$ cat src/rtl/crc5_unfold3_ctrl.sv
// Frame sequencer for a 3-bit-per-clock unfolded CRC-5 (1 + y + y^3 + y^5).
// Accepts a start/len command, folds one 3-bit chunk per handshake, reports remainder and compare.
module crc5_unfold3_ctrl #(
  parameter int unsigned LEN_W = 8,
  parameter logic [4:0]  POLY  = 5'b01011,
  parameter logic [4:0]  INIT  = 5'b00000
) (
  input  logic             clk,
  input  logic             reset,
  input  logic             start,
  input  logic [LEN_W-1:0] len,
  input  logic [4:0]       exp_crc,
  input  logic             abort,
  input  logic [2:0]       din,
  input  logic             din_valid,
  output logic             din_ready,
  output logic             busy,
  output logic             done,
  output logic [4:0]       crc_out,
  output logic             crc_ok,
  output logic             err
);

  typedef enum logic [1:0] {
    IDLE = 2'd0,
    RUN  = 2'd1,
    DONE = 2'd2
  } state_t;

  localparam int unsigned STEPS = 3;
  localparam logic [LEN_W-1:0] ONE = LEN_W'(1);

  state_t           state_q, state_d;
  logic [4:0]       r_q;
  logic [LEN_W-1:0] rem_q;
  logic [4:0]       exp_q;
  logic [4:0]       crc_out_q;
  logic             crc_ok_q;
  logic             done_q;
  logic             err_q;

  logic             accept;
  logic             last;
  logic             frame_go;
  logic             frame_bad;
  logic [4:0]       r_next;

  // Serial steps chained combinationally; din[2] is the earliest bit, so it feeds stage 0.
  logic [4:0] r_chain [0:STEPS];
  assign r_chain[0] = r_q;

  for (genvar i = 0; i < STEPS; i++) begin : g_step
    crc5_step #(.POLY(POLY)) u_step (
      .r_in  (r_chain[i]),
      .b     (din[STEPS-1-i]),
      .r_out (r_chain[i+1])
    );
  end

  assign r_next = r_chain[STEPS];

  // Abort wins over acceptance, so a chunk offered alongside abort is dropped.
  assign accept    = (state_q == RUN) && din_valid && !abort;
  assign last      = accept && (rem_q == ONE);
  assign frame_go  = (state_q == IDLE) && start && (len != '0);
  assign frame_bad = (state_q == IDLE) && start && (len == '0);

  always_comb begin
    state_d = state_q;
    case (state_q)
      IDLE: if (frame_go) state_d = RUN;
      RUN: begin
        if (abort)     state_d = IDLE;
        else if (last) state_d = DONE;
      end
      DONE:    state_d = IDLE;
      default: state_d = IDLE;
    endcase
  end

  always_ff @(posedge clk) begin
    if (reset) begin
      state_q   <= IDLE;
      r_q       <= INIT;
      rem_q     <= '0;
      exp_q     <= '0;
      crc_out_q <= '0;
      crc_ok_q  <= 1'b0;
      done_q    <= 1'b0;
      err_q     <= 1'b0;
    end else begin
      state_q <= state_d;
      done_q  <= last;
      err_q   <= frame_bad;
      if (frame_go) begin
        rem_q <= len;
        exp_q <= exp_crc;
        r_q   <= INIT;
      end else if (accept) begin
        rem_q <= rem_q - ONE;
        r_q   <= r_next;
      end
      if (last) begin
        crc_out_q <= r_next;
        crc_ok_q  <= (r_next == exp_q);
      end
    end
  end

  assign din_ready = (state_q == RUN);
  assign busy      = (state_q != IDLE);
  assign done      = done_q;
  assign err       = err_q;
  assign crc_out   = crc_out_q;
  assign crc_ok    = crc_ok_q;

endmodule

// One serial LFSR step of the CRC-5 remainder.
module crc5_step #(
  parameter logic [4:0] POLY = 5'b01011
) (
  input  logic [4:0] r_in,
  input  logic       b,
  output logic [4:0] r_out
);
  logic fb;
  assign fb    = b ^ r_in[4];
  assign r_out = {r_in[3:0], 1'b0} ^ (fb ? POLY : 5'b00000);
endmodule

$ cat config.mk
export PLATFORM = sky130hd
export DESIGN_NAME = crc5_unfold3_ctrl
export DESIGN_NICKNAME = d
export VERILOG_FILES = /design/src/rtl/crc5_unfold3_ctrl.sv
export SDC_FILE = /design/constraint.sdc
export NUM_CORES = 1
export LEC_CHECK = 0
export ABC_AREA = 1
export CAP_MARGIN = 5
export CORE_MARGIN = 2
export CORE_UTILIZATION = 55
export CTS_BUF_LIST = sky130_fd_sc_hd__clkbuf_16
export CTS_CLUSTER_DIAMETER = 60
export DETAILED_ROUTE_END_ITERATION = 6
export GPL_TIMING_DRIVEN = 0
export PLACE_DENSITY_LB_ADDON = 0.25
export SKIP_CTS_REPAIR_TIMING = 1
export SLEW_MARGIN = 20
export SYNTH_ARGS = -nofsm -noshare
export SYNTH_HDL_FRONTEND = slang
export SYNTH_SLANG_ARGS = --single-unit
$ cat constraint.sdc
create_clock -name clk -period 3.46 [get_ports clk]
set_input_delay 1.038 -clock clk [delete_from_list [all_inputs] [get_ports clk]]
set_output_delay 1.038 -clock clk [all_outputs]
set_load 0.005 [all_outputs]
==> results_dict.tcl, run 1 <==
set metrics [dict create \
    netlist.top_cell.by_area "dfxtp_1" \
    avgViaCountPerCell 5.07 \
    grt_setup_unrepaired "no" \
    cts.clk_slew.worst_paths_ns 0.07 \
    full_die_area_um2 3400 \
    postSynthRegisterBits 28 \
    final_hold_viol_count 0 \
    timing.critical_path.cells "inv_2, nor2_4, clkdlybuf4s50_1" \
    dpl.hpwl_mm 2.60 \
    classification_of_the_worst_slack_hold_path "reg2reg" \
    r2r_end "rem_q[2]" \
    detail_route.iter0.violations 52 \
    postSynth.topFlopCell "dfxtp_1" \
    worst_path_largest_cell_delay_ns 0.52 \
    post_synth_instance_area_um2 1620 \
    wire_length_of_the_first_global_routing_pass_mm 5.70 \
    ff2ff_setup_slack_ns 2.10 \
    cpMaxStageDelayCell "clkdlybuf4s50_1" \
    final-max-slew-violation-count 0 \
    worstHoldPathCells 2 \
    max_slew_margin_pct 62.5 \
    finalWirelength_mm 3.35 \
    drtAntennaViolNets 0 \
    met2_usage_pct 38.0 \
    crit-reg2reg-launch "state_q[1]" \
    dpl.cell_count 294 \
    finalSetupTns_ns 0 \
    share_of_the_cycle_needed_by_the_critical_path_after_routing_pct 66.8 \
    clock-sinks 28 \
    synth_top_cell_area_share_pct 34.5 \
    number_of_synthesized_flops_with_an_enable_pin 0 \
    chipWidth_um 58.3 \
    detailroute.via_count 1506 \
    cp-start-kind "flip-flop" \
    die_h_um 58.3 \
    max-clock-path-buffers 2 \
    total_leakage_power_nw 0.950 \
    yosysSeqAreaShare_pct 34.5 \
    global_route.usage.met1_pct 26.7 \
    routability_congestion 0.807 \
    firstDrtPassIters 4 \
    remaining_drc_errors 0 \
    start_to_end_type_of_the_worst_setup_path "reg2out" \
    cts_buffers 3 \
    crit_family "buffers and inverters" \
    synth-warning-count 0 \
    critPathBufInv 2 \
    critical_path_required_ns 2.42 \
    rows 19 \
    fin_ws_ns 1.15 \
    cap_violations 0 \
    layoutNonFillerInstCount 297 \
    grtUsageTotal_pct 21.5 \
    routed_wire_length_per_instance_um 11.3 \
    worst_setup_path_end_kind "primary output" \
    maximum_resistive_drop_on_vdd_mv 0.492 \
    clock_insertion_delay_worst_skew_ns 0.26 \
    yosysMostFrequentCell "nand2_1" \
    fp.coreArea_um2 2780 \
    cp_data_arrival_time_ns 1.27 \
    skew_ns 0.00246 \
    synth.cells.most_frequent "nand2_1, inv_1, dfxtp_1" \
    synth.avg_cell_area_um2 6.96 \
    largest_net_degree_at_the_start_of_global_routing 15 \
    start_util_pct 58.3 \
    cts_root_buf "clkbuf_16" \
    detailedPlace.worstSlack_ns 0.926 \
    io_pins 31 \
    asyncSetResetFlopFracSynth_pct 0 \
    antenna-diode-count 0 \
    period_needed_ns 2.31 \
    rr_worst_depth 8 \
    worstHoldStart "exp_q[1]" \
    utilization_after_layout_pct 73.2 \
    tightest_slew_ns 0.562 \
    post-layout-total-power_mw 0.763 \
    cts_tree "built" \
    synth.top_cells.by_area "dfxtp_1, nand2_1, inv_1" \
    ys_types 32 \
    buffer_ports.inserted 30 \
    nets 291 \
    power_density_nw_per_um2 374 \
    cts.htree.levels 1 \
    grt.busiest_layer "met2" \
    status "finished, final reports clean" \
    mappedNetlistNets 256 \
    crit_path_max_fanout 3 \
    finalSetupViolations 0 \
    gr-total-overflow 0 \
    holdPathEnd "exp_q[1]" \
    fmax_mhz 433 \
    grtUsageMet3_pct 4.84 \
    grt_pass1_vias 1379 \
    area_growth_syn_to_layout_pct 25.5 \
    grt_antenna_before_repair 0 \
    post_route_cells_drive_above_1_share_pct 15.8 \
    number_of_cells_produced_by_synthesis 233 \
]
## state kept, by name, summed over array words and instances (netlist names)
| register | flops |
|---|---|
| crc_ok | 1 |
| crc_out | 5 |
| done | 1 |
| err | 1 |
| exp_q | 5 |
| r_q | 5 |
| rem_q | 8 |
| state_q | 2 |
## where the power goes
part	total (mW)	switching (mW)	internal, mW	leakage (nW)
Sequential	0.345	0.00850	0.337	0.229
Clock	0.259	0.106	0.153	0.0370
Combinational	0.159	0.0895	0.0691	0.685
Total	0.763	0.204	0.559	0.950
## cells by family (layout without fill, tap and decap cells)
kind of cell               count (synthesis)  after routing  synth area share (%)
buffers and inverters                     40             73                  10.8
and+or+nand+nor                          124            124                  38.0
DFF                                       28             28                  34.5
AOI/OAI and AO/OA                         37             37                  14.0
xor gates and xnor gates                   2              2                  1.08
adders and majority gates                  2              2                  1.54
## layout by cell type, fill, tap and decap left out
master           synthesis  final
nand2_1                 54     54
clkdlybuf4s50_1          0     30
inv_1                   29     29
dfxtp_1                 28     28
nor2_1                  25     25
nand3_1                 16     16
a21oi_1                 15     15
nand2_2                 11     11
o21ai_0                 10     10
nand2_4                  5      5
inv_2                    4      4
o21ai_1                  4      4
nor2_2                   3      3
o211ai_2                 3      3
clkbuf_16                0      3
nor2_4                   2      2
nand4_1                  2      2
buf_2                    2      2
buf_6                    2      2
a31oi_1                  2      2
a211oi_2                 2      2
ha_1                     2      2
nor2_8                   1      1
or2_1                    1      1
nand3b_2                 1      1
clkbuf_1                 1      1
nor3_2                   1      1
clkinv_4                 1      1
nand3b_1                 1      1
nor4_1                   1      1
inv_4                    1      1
xor2_1                   1      1
xnor2_1                  1      1
a22oi_1                  1      1
## area by class of cell
class                           count  area [um2]
Clock buffer                        3        75.1
Tap cell                           31        38.8
Timing Repair Buffer               30         300
Inverter                           35         139
Fill cell                         238         744
Buffer                              5        36.3
Multi-Input combinational cell    165         887
Sequential cell                    28         561
## metal layers
layer	share of wire, %	wire (um)
met1	47	1560
met2	48	1620
met3	3.9	129
met4	1.0	34
met5	0	0
## stage by stage
step | hold WS, ns | instance area (um2)
3_3_place_gp | 0.459 | 1960
3_5_place_dp | 0.461 | 1960
5_1_grt | 0.502 | 2040
4_1_cts | 0.471 | 2040
6_report | 0.484 | 2040
2_1_floorplan | 0.444 | 1620
## how the worst max path moves through the flow
stage / end / slack, ns / from / cells past startpoint
final: din_ready / 1.15 / state_q[0] / 3
after global routing: r_q[3] / 1.06 / len[4] / 10
after CTS: din_ready / 1.14 / state_q[0] / 3
after detailed placement: rem_q[1] / 0.93 / len[7] / 10
after global placement: rem_q[1] / 0.94 / len[7] / 10
after floorplan: rem_q[1] / 1.55 / len[7] / 9
## worst reg2reg max path, cell delays in order (launching register included)
cell and delay (ns):
dfxtp_1 0.33, inv_1 0.07, nand3_1 0.11, nor2_1 0.19, inv_1 0.08, nand2_1 0.19
inv_1 0.13, nand3_1 0.09, o21ai_1 0.06
No activity file was read; power rests on OpenSTA's default activity.
==> run 2, diff against run 1 <==
- CORE_UTILIZATION: 55 -> 51
- clock period: 3.46 -> 2.2 ns (I/O delays scaled with it)
==> run 2 against run 1 <==
Effect of this change:
- count of clock-buffer cells in the layout is the same
- wire length grew 1.8%
- power grew 58%
==> results_dict.tcl, run 2 (synthesis gave the netlist of run 1 again) <==
set metrics [dict create \
    status "finished, final reports clean" \
    chipWidth_um 60.4 \
    cp_data_arrival_time_ns 1.28 \
    worst_path_largest_cell_delay_ns 0.52 \
    cts_root_buf "clkbuf_16" \
    finalWirelength_mm 3.41 \
    maximum_resistive_drop_on_vdd_mv 0.318 \
    post_route_cells_drive_above_1_share_pct 15.7 \
    r2r_end "crc_out[1]" \
    max_slew_margin_pct 62.6 \
    antenna-diode-count 0 \
    start_to_end_type_of_the_worst_setup_path "reg2out" \
    timing.critical_path.cells "inv_2, nor2_4, clkdlybuf4s50_1" \
    final_hold_viol_count 0 \
    cap_violations 0 \
    crit_family "buffers and inverters" \
    rows 20 \
    nets 291 \
    layout_common_cells "nand2_1, clkdlybuf4s50_1, inv_1" \
    firstDrtPassIters 4 \
    io_pins 31 \
    total_leakage_power_nw 0.952 \
    power_density_nw_per_um2 586 \
    grt_pass1_vias 1314 \
    worst_hold_slack_ns 0.470 \
    gr-total-overflow 0 \
    drtAntennaViolNets 0 \
    num-fill-cells 271 \
    skew_ns 0.00429 \
    area_growth_syn_to_layout_pct 26.8 \
    largest_register_ff_count 8 \
    fin_ws_ns 0.261 \
    cts_tree "built" \
    avgViaCountPerCell 4.85 \
    placement.cell_area_um2 1980 \
    critPathBufInv 2 \
    period_needed_ns 1.94 \
    share_of_the_cycle_needed_by_the_critical_path_after_routing_pct 88.2 \
    clock_insertion_delay_worst_skew_ns 0.26 \
    ff2ff_setup_slack_ns 0.81 \
    cp.depth 3 \
    cpMaxStageDelayCell "clkdlybuf4s50_1" \
    finalSetupTns_ns 0 \
    worst_setup_path_end_kind "primary output" \
    fp.coreArea_um2 3030 \
    critical_path_required_ns 1.54 \
    cts_buffers 3 \
    max-clock-path-buffers 2 \
    die_h_um 60.4 \
    fmax_mhz 516 \
    critical_path.startpoint "state_q[0]" \
    grt_antenna_before_repair 0 \
    post-layout-total-power_mw 1.21 \
    final_area_um2 2060 \
    detailedPlace.worstSlack_ns 0.0536 \
    grt_setup_unrepaired "no" \
    cts.htree.levels 1 \
    detail_route.iter0.violations 35 \
    crit-reg2reg-launch "rem_q[1]" \
    final_common_cell "nand2_1" \
    max_flop_register "rem_q" \
    routability_congestion 0.805 \
    rr_worst_depth 10 \
    start_util_pct 53.6 \
    tightest_slew_ns 0.562 \
    detailroute.via_count 1508 \
    full_die_area_um2 3650 \
    buffer_ports.inserted 30 \
    finalSetupViolations 0 \
    wire_length_of_the_first_global_routing_pass_mm 5.59 \
    grtUsageTotal_pct 20.5 \
    final-max-slew-violation-count 0 \
    classification_of_the_worst_slack_hold_path "reg2reg" \
    dpl.hpwl_mm 2.65 \
    routed_wire_length_per_instance_um 11.0 \
    critPathCapture "din_ready" \
    remaining_drc_errors 0 \
    cts.clk_slew.worst_paths_ns 0.07 \
    crit_path_max_fanout 3 \
    largest_net_degree_at_the_start_of_global_routing 16 \
    clock-sinks 28 \
    cp-start-kind "flip-flop" \
]
## run 2: cell types whose count changed in the layout (fill, tap and decap cells not counted)
cell	before	now
clkinv_1	0	1
## run 2: worst register-to-register path, stage by stage, from the launching register on
cell and delay, ns:
dfxtp_1 0.31, inv_1 0.11, ha_1 0.16, nand2_1 0.06, nor3_2 0.23, nand2_4 0.15, clkinv_4 0.11, nor2_2 0.04
nor2_2 0.06, o21ai_1 0.07, inv_1 0.05
## run 2: worst min-delay path by stage
| stage | from | end | slack [ns] | cells after the start |
|---|---|---|---|---|
| after floorplan | exp_q[1] | exp_q[1] | 0.44 | 2 |
| after global placement | exp_q[3] | exp_q[3] | 0.46 | 2 |
| after detailed placement | exp_q[0] | exp_q[0] | 0.46 | 2 |
| after CTS | exp_q[1] | exp_q[1] | 0.47 | 2 |
| after global routing | exp_q[1] | exp_q[1] | 0.48 | 2 |
| final | exp_q[1] | exp_q[1] | 0.47 | 2 |
## run 2: through the flow
step                      std cells  utilization [%]
final                           311             67.9
after CTS                       311             67.9
after detailed placement        307             65.3
after floorplan                 233                -
after global routing            311             67.9
after global placement          307             65.3
## run 2: cell type report
cell class | count | area, um2 | share of cell area, %
Multi-Input combinational cell | 165 | 887 | 43.1
Inverter | 35 | 139 | 6.75
Sequential cell | 28 | 561 | 27.3
Clock buffer | 3 | 75.1 | 3.65
Tap cell | 44 | 55.1 | 2.68
Timing Repair Buffer | 30 | 300 | 14.6
Clock inverter | 1 | 3.75 | 0.182
Buffer | 5 | 36.3 | 1.76
## run 2: power breakdown
part	switching (mW)	internal, mW
combinational	0.140	0.109
sequential	0.0134	0.529
clock	0.171	0.244
## run 2: routing by layer
layer	track usage (%)	vias up	wire (um)
li1	-	808	-
met1	26.6	662	1570
met2	35.1	33	1630
met3	3.20	5	165
met4	6.52	0	44
met5	0	-	0
==> run 3, diff against run 2 <==
- CORE_UTILIZATION: 51 -> 53
- CTS_BUF_LIST: sky130_fd_sc_hd__clkbuf_16 -> sky130_fd_sc_hd__clkbuf_4 sky130_fd_sc_hd__clkbuf_8
==> run 3 against run 2 <==
Effect of this change:
- cell area down 1.9%
- register-to-register slack gained 0.05 ns
- critical path type unchanged
- cell count is 3.5% lower
- setup slack lost 0.097 ns
- die area down 3.5%
- largest power group unchanged
- hold slack better by 0.013 ns
- sequential cell count did not move
==> results_dict.tcl, run 3 (synthesis gave the netlist of run 1 again) <==
set metrics [dict create \
    rr_worst_depth 8 \
    cts_tree "built" \
    rows 20 \
    gr-total-overflow 0 \
    area_growth_syn_to_layout_pct 24.3 \
    critPathBufInv 2 \
    cp-start-kind "flip-flop" \
    finalSetupViolations 0 \
    worstHoldPathCells 2 \
    grt_antenna_before_repair 0 \
    final_common_cell "nand2_1" \
    maximum_resistive_drop_on_vdd_mv 0.286 \
    critical_path_required_ns 1.54 \
    num-fill-cells 266 \
    buffer_ports.inserted 30 \
    holdPathEnd "exp_q[1]" \
    routability_congestion 0.828 \
    die_h_um 59.3 \
    firstDrtPassIters 4 \
    chipWidth_um 59.3 \
    power_density_nw_per_um2 559 \
    worst_path_largest_cell_delay_ns 0.51 \
    multi_input_area_um2 887 \
    layout_common_cells "nand2_1, clkdlybuf4s50_1, inv_1" \
    final_hold_viol_count 0 \
    wire_length_of_the_first_global_routing_pass_mm 5.34 \
    cp_data_arrival_time_ns 1.38 \
    final-max-slew-violation-count 0 \
    fp.coreArea_um2 2980 \
    finalSetupTns_ns 0 \
    clock_insertion_delay_worst_skew_ns 0.33 \
    drtAntennaViolNets 0 \
    period_needed_ns 2.04 \
    io_pins 31 \
    routed_wire_length_per_instance_um 10.9 \
    cap_violations 0 \
    crit_path_max_fanout 3 \
    cpMaxStageDelayCell "clkdlybuf4s50_1" \
    regArea_um2 561 \
    largest_register_ff_count 8 \
    grt_setup_unrepaired "no" \
    cts.clk_slew.worst_paths_ns 0.15 \
    share_of_the_cycle_needed_by_the_critical_path_after_routing_pct 92.6 \
    max-clock-path-buffers 2 \
    cts_root_buf "clkbuf_4" \
    nets 291 \
    fmax_mhz 491 \
    cts.htree.levels 1 \
    avgViaCountPerCell 5.01 \
    crit_family "buffers and inverters" \
    cts_buffers 3 \
    detail_route.iter0.violations 49 \
    fin_ws_ns 0.164 \
    finalWirelength_mm 3.28 \
    max_flop_register "rem_q" \
    max_slew_margin_pct 63.8 \
    detailedPlace.worstSlack_ns 0.0556 \
    crit-reg2reg-launch "state_q[0]" \
    dpl.hpwl_mm 2.64 \
    grtUsageTotal_pct 19.8 \
    largest_net_degree_at_the_start_of_global_routing 17 \
    total_leakage_power_nw 0.941 \
    r2r_end "rem_q[2]" \
    full_die_area_um2 3520 \
    classification_of_the_worst_slack_hold_path "reg2reg" \
    status "finished, final reports clean" \
    grt_pass1_vias 1310 \
    ff2ff_setup_slack_ns 0.86 \
    critical_path.startpoint "state_q[0]" \
    clock-sinks 28 \
    post_route_cells_drive_above_1_share_pct 16.1 \
    start_to_end_type_of_the_worst_setup_path "reg2out" \
    detailroute.via_count 1503 \
    worstHoldStart "exp_q[1]" \
    start_util_pct 54.5 \
    antenna-diode-count 0 \
    timing.critical_path.cells "inv_2, nor2_4, clkdlybuf4s50_1" \
    skew_ns 0.00653 \
    remaining_drc_errors 0 \
    tightest_slew_ns 0.543 \
    worst_setup_path_end_kind "primary output" \
]
run 3: cell types whose count changed in the layout (fill, tap and decap cells not counted), sizes merged:
cell | before | now
bufinv | 0 | 1
clkinv | 2 | 1
run 3: tightest hold or removal path, delay by kind of cell, from the launching register on:
kind | cells | cell delay, ns
AOI/OAI and AO/OA | 1 | 0.06
buffers and inverters | 1 | 0.07
DFF | 1 | 0.34
run 3: worst max path at each step:
stage                           end  slack, ns  cells past startpoint
after floorplan            rem_q[1]       0.67                      9
after global placement     rem_q[1]       0.06                     10
after detailed placement   rem_q[1]       0.06                     10
after CTS                 din_ready       0.16                      3
after global routing      din_ready       0.10                      3
final                     din_ready       0.16                      3
run 3: routing by layer:
layer	up-vias	wire (um)	track usage (%)
met1	663	1520	24.9
met2	28	1620	35.3
met3	5	102	1.97
li1	807	-	-
met5	-	0	0
met4	0	40	5.84
run 3: power by group:
| part | total [mW] | switching (mW) | internal (mW) | leakage, nW |
|---|---|---|---|---|
| logic | 0.248 | 0.140 | 0.109 | 0.685 |
| registers | 0.543 | 0.0134 | 0.530 | 0.229 |
| clock network | 0.337 | 0.152 | 0.184 | 0.0279 |
run 3: area by class of cell:
class	instances	share of cell area, %
Tap cell	33	2.05
Inverter	35	6.89
Sequential cell	28	27.8
Clock buffer	3	1.12
Timing Repair Buffer	30	14.9
Buffer	5	1.80
Clock inverter	1	1.49
Multi-Input combinational cell	165	44.0
run 3: stage by stage:
stage | total power [mW] | cells | utilization [%] | area [um2] | hold WS, ns
after CTS | 1.14 | 300 | 67.7 | 2020 | 0.486
after floorplan | 0.721 | 233 | - | 1620 | 0.444
after global routing | 1.19 | 300 | 67.7 | 2020 | 0.516
after detailed placement | 0.802 | 296 | 66.0 | 1960 | 0.465
final | 1.13 | 300 | 67.7 | 2020 | 0.483
after global placement | 0.798 | 296 | 66.0 | 1960 | 0.460
